--- config.mk ---
export PLATFORM = sky130hd
export DESIGN_NAME = keypad_scan
export DESIGN_NICKNAME = d
export VERILOG_FILES = /design/src/rtl/keypad_pkg.sv /design/src/rtl/keypad_debounce.sv /design/src/rtl/keypad_scan.sv
export SDC_FILE = /design/constraint.sdc
export NUM_CORES = 1
export LEC_CHECK = 0
export CORE_UTILIZATION = 50
export CTS_CLUSTER_SIZE = 8
export DETAILED_ROUTE_END_ITERATION = 8
export PLACE_DENSITY_LB_ADDON = 0.3
export SLEW_MARGIN = 10
export SYNTH_ARGS = -nofsm -noshare
export SYNTH_HDL_FRONTEND = slang
export SYNTH_SLANG_ARGS = --single-unit
export TNS_END_PERCENT = 50
--- constraint.sdc ---
create_clock -name clk -period 4 [get_ports clk]
set_input_delay 0.4 -clock clk [delete_from_list [all_inputs] [get_ports clk]]
set_output_delay 0.4 -clock clk [all_outputs]
set_load 0.02 [all_outputs]
--- src/rtl/keypad_pkg.sv ---
// keypad_pkg: key codes shared by the keypad scanner and the decode/display
// logic. A code is the one-hot vector bit (4*col_idx + row_idx).
package keypad_pkg;

  localparam int NUM_COLS = 4;
  localparam int NUM_ROWS = 4;
  localparam int KEY_W    = NUM_COLS * NUM_ROWS;

  localparam logic [KEY_W-1:0] NO_KEY        = 16'h0000;
  localparam logic [KEY_W-1:0] KEY_ENTER     = 16'h0001;
  localparam logic [KEY_W-1:0] KEY_0         = 16'h0008;
  localparam logic [KEY_W-1:0] KEY_1         = 16'h0080;
  localparam logic [KEY_W-1:0] KEY_2         = 16'h0040;
  localparam logic [KEY_W-1:0] KEY_3         = 16'h0020;
  localparam logic [KEY_W-1:0] KEY_4         = 16'h0800;
  localparam logic [KEY_W-1:0] KEY_5         = 16'h0400;
  localparam logic [KEY_W-1:0] KEY_6         = 16'h0200;
  localparam logic [KEY_W-1:0] KEY_7         = 16'h8000;
  localparam logic [KEY_W-1:0] KEY_8         = 16'h4000;
  localparam logic [KEY_W-1:0] KEY_9         = 16'h2000;
  localparam logic [KEY_W-1:0] KEY_CLR_ALL   = 16'h0100;
  localparam logic [KEY_W-1:0] KEY_CLR_ENTRY = 16'h1000;

  // Exactly one bit set: nonzero and clearing the lowest set bit leaves zero.
  function automatic logic is_onehot(input logic [KEY_W-1:0] v);
    return (v != '0) && ((v & (v - 1'b1)) == '0);
  endfunction

endpackage

--- src/rtl/keypad_debounce.sv ---
// keypad_debounce: whole-frame debouncer.
//   clk, rst       clock, synchronous active-high reset
//   frame_vld      one-cycle strobe, a complete raw frame is on 'frame'
//   frame          16-bit raw key frame (1 = pressed)
//   onehot         debounced key code, NO_KEY for none / multi-key
//   key_event      one-cycle pulse whenever onehot changes
module keypad_debounce
  import keypad_pkg::*;
#(
  parameter int DEBOUNCE_FRAMES = 4
) (
  input  logic             clk,
  input  logic             rst,
  input  logic             frame_vld,
  input  logic [KEY_W-1:0] frame,
  output logic [KEY_W-1:0] onehot,
  output logic             key_event
);

  localparam logic [3:0] DF = 4'(DEBOUNCE_FRAMES);

  logic [KEY_W-1:0] prev;
  logic [3:0]       stab, stab_nxt;
  logic [KEY_W-1:0] cand;

  always_comb begin
    stab_nxt = stab;
    if (frame == prev) begin
      if (stab < DF) stab_nxt = stab + 4'd1;
    end else begin
      stab_nxt = 4'd1;
    end
    // Ghost / multi-key frames collapse to no key.
    cand = is_onehot(frame) ? frame : NO_KEY;
  end

  always_ff @(posedge clk) begin
    if (rst) begin
      prev      <= '0;
      stab      <= '0;
      onehot    <= NO_KEY;
      key_event <= 1'b0;
    end else begin
      key_event <= 1'b0;
      if (frame_vld) begin
        prev <= frame;
        stab <= stab_nxt;
        // Saturated counter re-evaluates every frame; only a real change updates.
        if (stab_nxt == DF && cand != onehot) begin
          onehot    <= cand;
          key_event <= 1'b1;
        end
      end
    end
  end

endmodule

--- src/rtl/keypad_scan.sv ---
// keypad_scan: 4x4 matrix keypad scanner.
//   clk, rst   clock, synchronous active-high reset
//   row        matrix rows, async, active-low
//   col        matrix columns, active-low, one low at a time
//   onehot     debounced one-hot key code (bit 4*col+row)
//   key_event  one-cycle pulse on every onehot change
module keypad_scan
  import keypad_pkg::*;
#(
  parameter int SCAN_DIV        = 50000,
  parameter int DEBOUNCE_FRAMES = 4
) (
  input  logic                clk,
  input  logic                rst,
  input  logic [NUM_ROWS-1:0] row,
  output logic [NUM_COLS-1:0] col,
  output logic [KEY_W-1:0]    onehot,
  output logic                key_event
);

  localparam int CW = $clog2(SCAN_DIV);

  logic [CW-1:0]       cnt;
  logic [1:0]          col_idx;
  logic [NUM_ROWS-1:0] row_m, row_s;
  logic [11:0]         raw;       // columns 0..2; column 3 feeds the frame directly
  logic                sample;
  logic                frame_vld;
  logic [KEY_W-1:0]    frame;

  assign sample    = (cnt == CW'(SCAN_DIV - 1));
  assign frame_vld = sample && (col_idx == 2'd3);
  assign frame     = {~row_s, raw};

  always_ff @(posedge clk) begin
    if (rst) begin
      row_m   <= 4'hF;
      row_s   <= 4'hF;
      cnt     <= '0;
      col_idx <= '0;
      col     <= 4'b1110;
      raw     <= '0;
    end else begin
      row_m <= row;
      row_s <= row_m;
      if (sample) begin
        // Sample at end of dwell; the column moves on the same edge, so rows
        // had SCAN_DIV-1 cycles (less the synchronizer) to settle.
        cnt     <= '0;
        col_idx <= col_idx + 2'd1;
        col     <= {col[2:0], col[3]};
        if (col_idx != 2'd3) raw[{col_idx, 2'b00} +: 4] <= ~row_s;
      end else begin
        cnt <= cnt + 1'b1;
      end
    end
  end

  keypad_debounce #(.DEBOUNCE_FRAMES(DEBOUNCE_FRAMES)) u_deb (
    .clk       (clk),
    .rst       (rst),
    .frame_vld (frame_vld),
    .frame     (frame),
    .onehot    (onehot),
    .key_event (key_event)
  );

endmodule
==> summary.md, run 1 <==
| Metric | Value |
|---|---|
| Filler instances | `747` |
| Worst EP required | `4280 ps` |
| Crit-path max FO | `16` |
| WL/cell | `14.5 um` |
| Largest family of logic cells by synthesized area | `simple AND/OR/NAND/NOR gates` |
| Post-synthesis mux area share | `4.17%` |
| Post-DP HPWL | `6050 um` |
| Flop-to-flop setup slack | `840 ps` |
| Xor and xnor area share after synthesis | `7.88%` |
| Worst Hold Depth | `1` |
| H-tree lvl count | `3` |
| Fin area | `4550 um^2` |
| Simple-Gate Fraction of Synth Area | `31.2%` |
| RSZ-0062 raised after global routing | `false` |
| Synth warnings | `0` |
| Wire length on met3 | `415 um` |
| Starting Density | `52.4%` |
| PD cells | `320 nW/um^2` |
| Detailed Route WL | `8750 um` |
| Met2 wire length | `4100 um` |
| Via count | `3375` |
| Crit Reg-Reg Endpoint | `u_deb.onehot[0]$_SDFFE_PP0P_` |
| Worst-Margin Slew | `744 ps` |
| Worst path arrival time | `3430 ps` |
| Synth area leader | `dfxtp_1` |
| Fin crit period | `3160 ps` |
| Maximum vdd ir drop | `0.232 mV` |
| Max Freq | `0.317 GHz` |
| Reg2Reg Depth | `9` |
| Total grt overflow | `0` |
| Post-Synthesis Cells | `489` |
| Cts bufs inserted | `9` |
| Post-synthesis adder-cell area fraction | `2.37%` |
| Area post-placement | `4360 um^2` |
| Clock slew at reported path FFs | `80 ps` |
| Antenna-violating nets left | `0` |
| Post-CTS Resized | `0` |
| Initial antenna violation count | `0` |
| Status | `completed` |
| Clock root cell | `clkbuf_8` |
| Yosys reg bits | `79` |
| Post-CTS Setup Repair Bufs | `0` |
| Top cell type's share of synthesized area | `38.5%` |
| Vias in the first global route | `3072` |
| Area Overhead vs Synth | `10.7%` |
| CP startpoint kind | `register` |
| Worst r2r src | `raw[2]$_SDFFE_PP0P_` |
| Core area | `7850 um^2` |
| Final Instance Count excl. Fillers | `605` |
| DIE AREA | `8590 um^2` |
| DR top layer | `met4` |
| Final Max Tran Viols | `0` |
| Hold Vio Cnt, Final | `0` |
| Vias per std cell | `5.58` |
| Most frequent cells in the layout | `dfxtp_1 (79), nand2_1 (65), nor2_1 (51)` |
| I/O Buffers | `26` |
| Ranking of synthesized cells by area | `dfxtp_1 (38%), nand2_1 (5.9%), nor2_1 (4.7%), xnor2_1 (4.3%), nand3b_1 (4.0%)` |
| Layout Skew | `8.75 ps` |
| Global-route wire length before repair | `14600 um` |
| Fraction of layout cells with a size suffix above 1 | `10.1%` |
| Final setup fails | `0` |
| IO Count | `27` |
| Mapped cell area | `4110 um^2` |
| HP Start | `row_m[3]$_SDFF_PP1_` |
| EDFF count, synth | `0` |
| Die X | `92.7 um` |
| Distinct cells, synth | `53` |
| Seq/Total Area, Yosys | `38.5%` |
| Mean post-synth cell area | `8.41 um^2` |
| Remaining DRCs | `0` |
| Diode count | `0` |
| GP Congestion | `0.887` |
| Slew HR | `50.0%` |
| Clk sinks | `79` |
| Clock Latency Late Sink | `350 ps` |
| # Max-Cap Violations | `0` |
| Async S/R FF share, synth | `0%` |
| Pleak | `1.73 nW` |
| Hold WC Path Type | `register to register` |
| Final period util | `79.0%` |
| # hold bufs at CTS | `0` |
| CTS tree | `done` |
| Inst Count DP | `589` |
| Die height | `92.7 um` |
| Layout Nets | `511` |
| Crit end category | `register` |
| Worst hold endpoint | `row_s[3]$_SDFF_PP1_` |
| Final TNS setup | `0 ps` |
| GRT Overall Usage | `21.5%` |
| Smallest hold slack | `410 ps` |
| Syn_nets | `502` |
| Post-synth top flop | `dfxtp_1` |
| Starting DRC count in detailed routing | `261` |
| Max clock buf depth | `2` |
| Largest net degree at the start of global routing | `43` |
| Pre-antenna DRT Iters | `4` |
| CP Class | `register to register` |
| FP Rows | `32` |
| Compound-gate portion of the synthesized area | `10.9%` |
| Wl on met1 | `4100 um` |
| Commonest non-fill, non-tap cell in the layout | `dfxtp_1` |
report_power, final:
| part | switching, W | internal (W) | total [W] | leakage [nW] |
|---|---|---|---|---|
| sequential | 0.00000651 | 0.000792 | 0.000798 | 0.639 |
| clock | 0.000290 | 0.000303 | 0.000593 | 0.106 |
| combinational | 0.0000399 | 0.0000280 | 0.0000679 | 0.986 |
worst max-delay path by stage:
| stage | slack [ps] | cells after the start | to | from |
|---|---|---|---|---|
| 4_1_cts | 850 | 9 | u_deb.onehot[0]$_SDFFE_PP0P_ | raw[2]$_SDFFE_PP0P_ |
| 3_5_place_dp | 880 | 9 | u_deb.onehot[0]$_SDFFE_PP0P_ | raw[2]$_SDFFE_PP0P_ |
| 3_3_place_gp | 1000 | 9 | u_deb.onehot[6]$_SDFFE_PP0P_ | raw[1]$_SDFFE_PP0P_ |
| 2_1_floorplan | 1360 | 12 | u_deb.onehot[0]$_SDFFE_PP0P_ | raw[4]$_SDFFE_PP0P_ |
| 6_report | 840 | 9 | u_deb.onehot[0]$_SDFFE_PP0P_ | raw[2]$_SDFFE_PP0P_ |
| 5_1_grt | 560 | 9 | u_deb.onehot[0]$_SDFFE_PP0P_ | raw[2]$_SDFFE_PP0P_ |
flip-flops by register name, indices dropped and copies added, names as in the netlist:
signal	count
cnt	16
u_deb.onehot	16
u_deb.prev	16
raw	12
col	4
row_m	4
row_s	4
u_deb.stab	4
col_idx	2
u_deb.key_event	1
final cells by class:
type                       instances  area (um^2)  area share (%)
sequential                        79         1580            34.7
clock inverter                     6         58.8            1.29
tap                              102          128            2.80
multi-input combinational        370         2330            51.1
inverter                           6         22.5           0.495
clock buffer                      10          138            3.02
timing repair buffer              32          300            6.59
cell families (layout without fill, tap and decap cells):
kind of cell,Yosys count,in the layout
AO/OA/AOI/OAI,69,69
buffers and inverters,40,54
multiplexers,17,17
flip-flops,79,79
AND/OR/NAND/NOR,239,239
XOR/XNOR,37,37
adder cells (fa/ha/maj),8,8
synthesized netlist by cell type (all sizes together), types with 2 or more instances:
cell type / count
nand4b: 2
a31o: 2
nand4: 11
xnor2: 20
inv: 6
xor2: 17
nand3b: 22
nor4bb: 2
nor4: 2
a22oi: 5
or2: 13
ha: 7
nor3: 22
nand2b: 19
a311o: 8
nor2: 52
nand2: 65
clkbuf: 22
a211oi: 5
nor4b: 2
buf: 12
nand3: 17
o21ai: 11
or3: 3
mux2i: 16
a21oi: 31
dfxtp: 79
worst max-delay path: stages, from the launching register on:
cell and delay (ps):
dfxtp_1 450, nor3_4 290, nand4_2 150, o31a_1 360
nor4_4 690, a311o_1 290, a22oi_1 100, nand4_2 130
nand4_4 330, mux2i_1 290
per-stage QoR:
step,total power (W),setup slack (ps),util [%]
2_1_floorplan,0.000868,1360,-
3_3_place_gp,0.000883,1000,55.5
3_5_place_dp,0.000885,880,55.5
4_1_cts,0.00147,854,58.0
5_1_grt,0.00151,559,58.0
6_report,0.00146,841,58.0
routing by layer:
layer  vias up  global-route usage [%]
met1      1582                    28.2
met4         0                    9.10
met3        14                    4.27
met5         -                       0
met2        82                    34.3
li1       1697                       -
Note: power is estimated with default switching activity, not from simulation.
==> run 2: changes to the inputs <==
Clock period 4 ns to 3.2 ns, I/O delays scaled along.
==> summary.md, run 2 (synthesis results as in run 1) <==
| Metric | Value |
|---|---|
| Global-route wire length before repair | `15100 um (+3.3%)` |
| GRT Overall Usage | `22.4% (+0.97 points)` |
| Most frequent cells in the layout | `dfxtp_1 (79), nand2_1 (65), nor2_1 (51)` |
| Worst EP required | `3480 ps (-800 ps)` |
| Remaining DRCs | `0 (unchanged)` |
| Vias per std cell | `5.56 (-0.31%)` |
| Switching pwr | `0.000448 W (+33%)` |
| Post-CTS Resized | `0 (unchanged)` |
| Post-CTS Setup Repair Bufs | `0 (unchanged)` |
| CP Class | `register to register` |
| Maximum vdd ir drop | `0.378 mV (+63%)` |
| Pleak | `1.77 nW (+2.0%)` |
| Worst-Margin Slew | `618 ps (-126 ps)` |
| Final TNS setup | `0 ps (unchanged)` |
| CP Cell Sequence | `nor3_4 -> nand4_2 -> o31a_1 -> nor4_4 -> buf_4 -> a311o_1 -> a22oi_2 -> nand4_2 -> nand4_4 -> mux2i_1` |
| Detailed Route WL | `8940 um (+2.2%)` |
| Worst Hold Depth | `1 (unchanged)` |
| Place WS | `357 ps (-523 ps)` |
| Worst path arrival time | `3170 ps (-260 ps)` |
| Die height | `92.7 um (unchanged)` |
| CTS tree | `done` |
| Clock Latency Late Sink | `360 ps (about the same)` |
| Comb power frac | `5.0% (+0.3 points)` |
| Starting Density | `52.4% (unchanged)` |
| GP Congestion | `0.857 (-3.4%)` |
| Biggest regs | `cnt: 16 flops, u_deb.onehot: 16 flops, u_deb.prev: 16 flops` |
| Cts bufs inserted | `9 (unchanged)` |
| Layout Nets | `519 (+1.6%)` |
| Status | `completed` |
| IO Count | `27 (unchanged)` |
| Vias in the first global route | `3191 (+3.9%)` |
| Switching part of the total | `24.2% (+1.2 points)` |
| Diode count | `0 (unchanged)` |
| Hold WC Path Type | `register to register` |
| Layout Skew | `10.0 ps (+1.27 ps)` |
| Area Overhead vs Synth | `12.4%` |
| Filler instances | `729 (-2.4%)` |
| Largest net degree at the start of global routing | `46 (+7.0%)` |
| DIE AREA | `8590 um^2 (unchanged)` |
| Sequential power share | `54.0% (-0.7 points)` |
| Clock power share | `41.0% (+0.4 points)` |
| Crit end category | `register` |
| Antenna-violating nets left | `0 (unchanged)` |
| Fraction of layout cells with a size suffix above 1 | `11.5% (+1.4 points)` |
| Clock root cell | `clkbuf_8` |
| Slew HR | `58.7% (+8.6 points)` |
| Starting DRC count in detailed routing | `234 (-10%)` |
| Core area | `7850 um^2 (unchanged)` |
| Max Freq | `0.345 GHz (+9.1%)` |
| Clk sinks | `79 (unchanged)` |
| Sequential cell area | `1580 um^2 (unchanged)` |
| Worst r2r src | `raw[4]$_SDFFE_PP0P_` |
| FP Rows | `32 (unchanged)` |
| CP startpoint kind | `register` |
| H-tree lvl count | `3 (unchanged)` |
| Most used cell, CP | `nand4_2` |
| Die X | `92.7 um (unchanged)` |
| Crit-path max FO | `16 (unchanged)` |
| Multi-input gate area | `2330 um^2 (unchanged)` |
| RSZ-0062 raised after global routing | `false` |
| Hold Vio Cnt, Final | `0 (unchanged)` |
| Worst setup startpoint | `raw[4]$_SDFFE_PP0P_` |
| Clock slew at reported path FFs | `90 ps (about the same)` |
| Worst path max stage delay | `430 ps (-260 ps)` |
| Pre-antenna DRT Iters | `4 (unchanged)` |
| Via count | `3409 (+1.0%)` |
| PD cells | `400 nW/um^2 (+25%)` |
| Final setup fails | `0 (unchanged)` |
| Final Max Tran Viols | `0 (unchanged)` |
| Commonest non-fill, non-tap cell in the layout | `dfxtp_1` |
| WL/cell | `14.6 um (+0.83%)` |
| Reg2Reg Depth | `10 (+1)` |
| Post-DP HPWL | `6250 um (+3.4%)` |
| Initial antenna violation count | `0 (unchanged)` |
| Critical path's slowest cell | `dfxtp_1` |
| Total grt overflow | `0 (unchanged)` |
| Fin crit period | `2890 ps (-265 ps)` |
| # Max-Cap Violations | `0 (unchanged)` |
| Max clock buf depth | `2 (unchanged)` |
| Final period util | `90.5% (+11 points)` |
| Worst setup path endpoint | `u_deb.onehot[8]$_SDFFE_PP0P_` |
| Crit Reg-Reg Endpoint | `u_deb.onehot[8]$_SDFFE_PP0P_` |
| Flop-to-flop setup slack | `310 ps (-540 ps)` |
| # hold bufs at CTS | `0 (unchanged)` |
| Internal | `0.00140 W (+25%)` |
| Final setup margin | `305 ps (-535 ps)` |
| I/O Buffers | `26 (unchanged)` |
## run 2: cell count changes in the layout (fill, tap and decap cells not counted), sizes merged
cell      delta
inv          +1
clkbuf       -1
buf          +8
clkinvlp     +1
clkinv       -1
## run 2: final cells by class
class	instances	share of cell area [%]
multi-input combinational	370	50.3
clock buffer	9	2.68
clock inverter	7	1.73
tap	102	2.76
sequential	79	34.2
inverter	6	0.487
timing repair buffer	40	7.80
## run 2: how the worst min path moves through the flow
stage	end	start	slack [ps]
after floorplan	row_s[0]$_SDFF_PP1_	row_m[0]$_SDFF_PP1_	390
after global placement	row_s[2]$_SDFF_PP1_	row_m[2]$_SDFF_PP1_	390
after detailed placement	row_s[2]$_SDFF_PP1_	row_m[2]$_SDFF_PP1_	400
after CTS	row_s[2]$_SDFF_PP1_	row_m[2]$_SDFF_PP1_	420
after global routing	row_s[2]$_SDFF_PP1_	row_m[2]$_SDFF_PP1_	420
final	row_s[0]$_SDFF_PP1_	row_m[0]$_SDFF_PP1_	410
## run 2: per-stage QoR
step / std cells / hold slack (ps) / area, um^2 / power (W) / util, %
3_5_place_dp: 597 / 398 / 4420 / 0.00111 / 56.3
2_1_floorplan: 489 / 389 / 4110 / 0.00109 / -
4_1_cts: 613 / 417 / 4620 / 0.00187 / 58.9
6_report: 613 / 410 / 4620 / 0.00185 / 58.9
3_3_place_gp: 597 / 393 / 4420 / 0.00111 / 56.3
5_1_grt: 613 / 421 / 4620 / 0.00192 / 58.9
## run 2: per-layer routing
layer  track usage, %  routed length, um
met1             26.7               3960
met2             38.3               4420
met3             6.32                403
met4             8.33                158
met5                0                  0
## run 2: power by group through the flow
stage	clock network, W	registers, W	logic, W
3_5_place_dp	0	0.00102	0.0000918
5_1_grt	0.000824	0.000998	0.000101
2_1_floorplan	0	0.00102	0.0000694
4_1_cts	0.000778	0.000996	0.0000923
3_3_place_gp	0	0.00102	0.0000900
6_report	0.000758	0.000996	0.0000923
## run 2: worst max-delay path: cells and delay by family (launching register included)
family                 cells  cell delay [ps]
AOI/OAI and AO/OA          3              690
buffers and inverters      1              240
DFF                        1              430
muxes                      1              280
and+or+nand+nor            5             1150
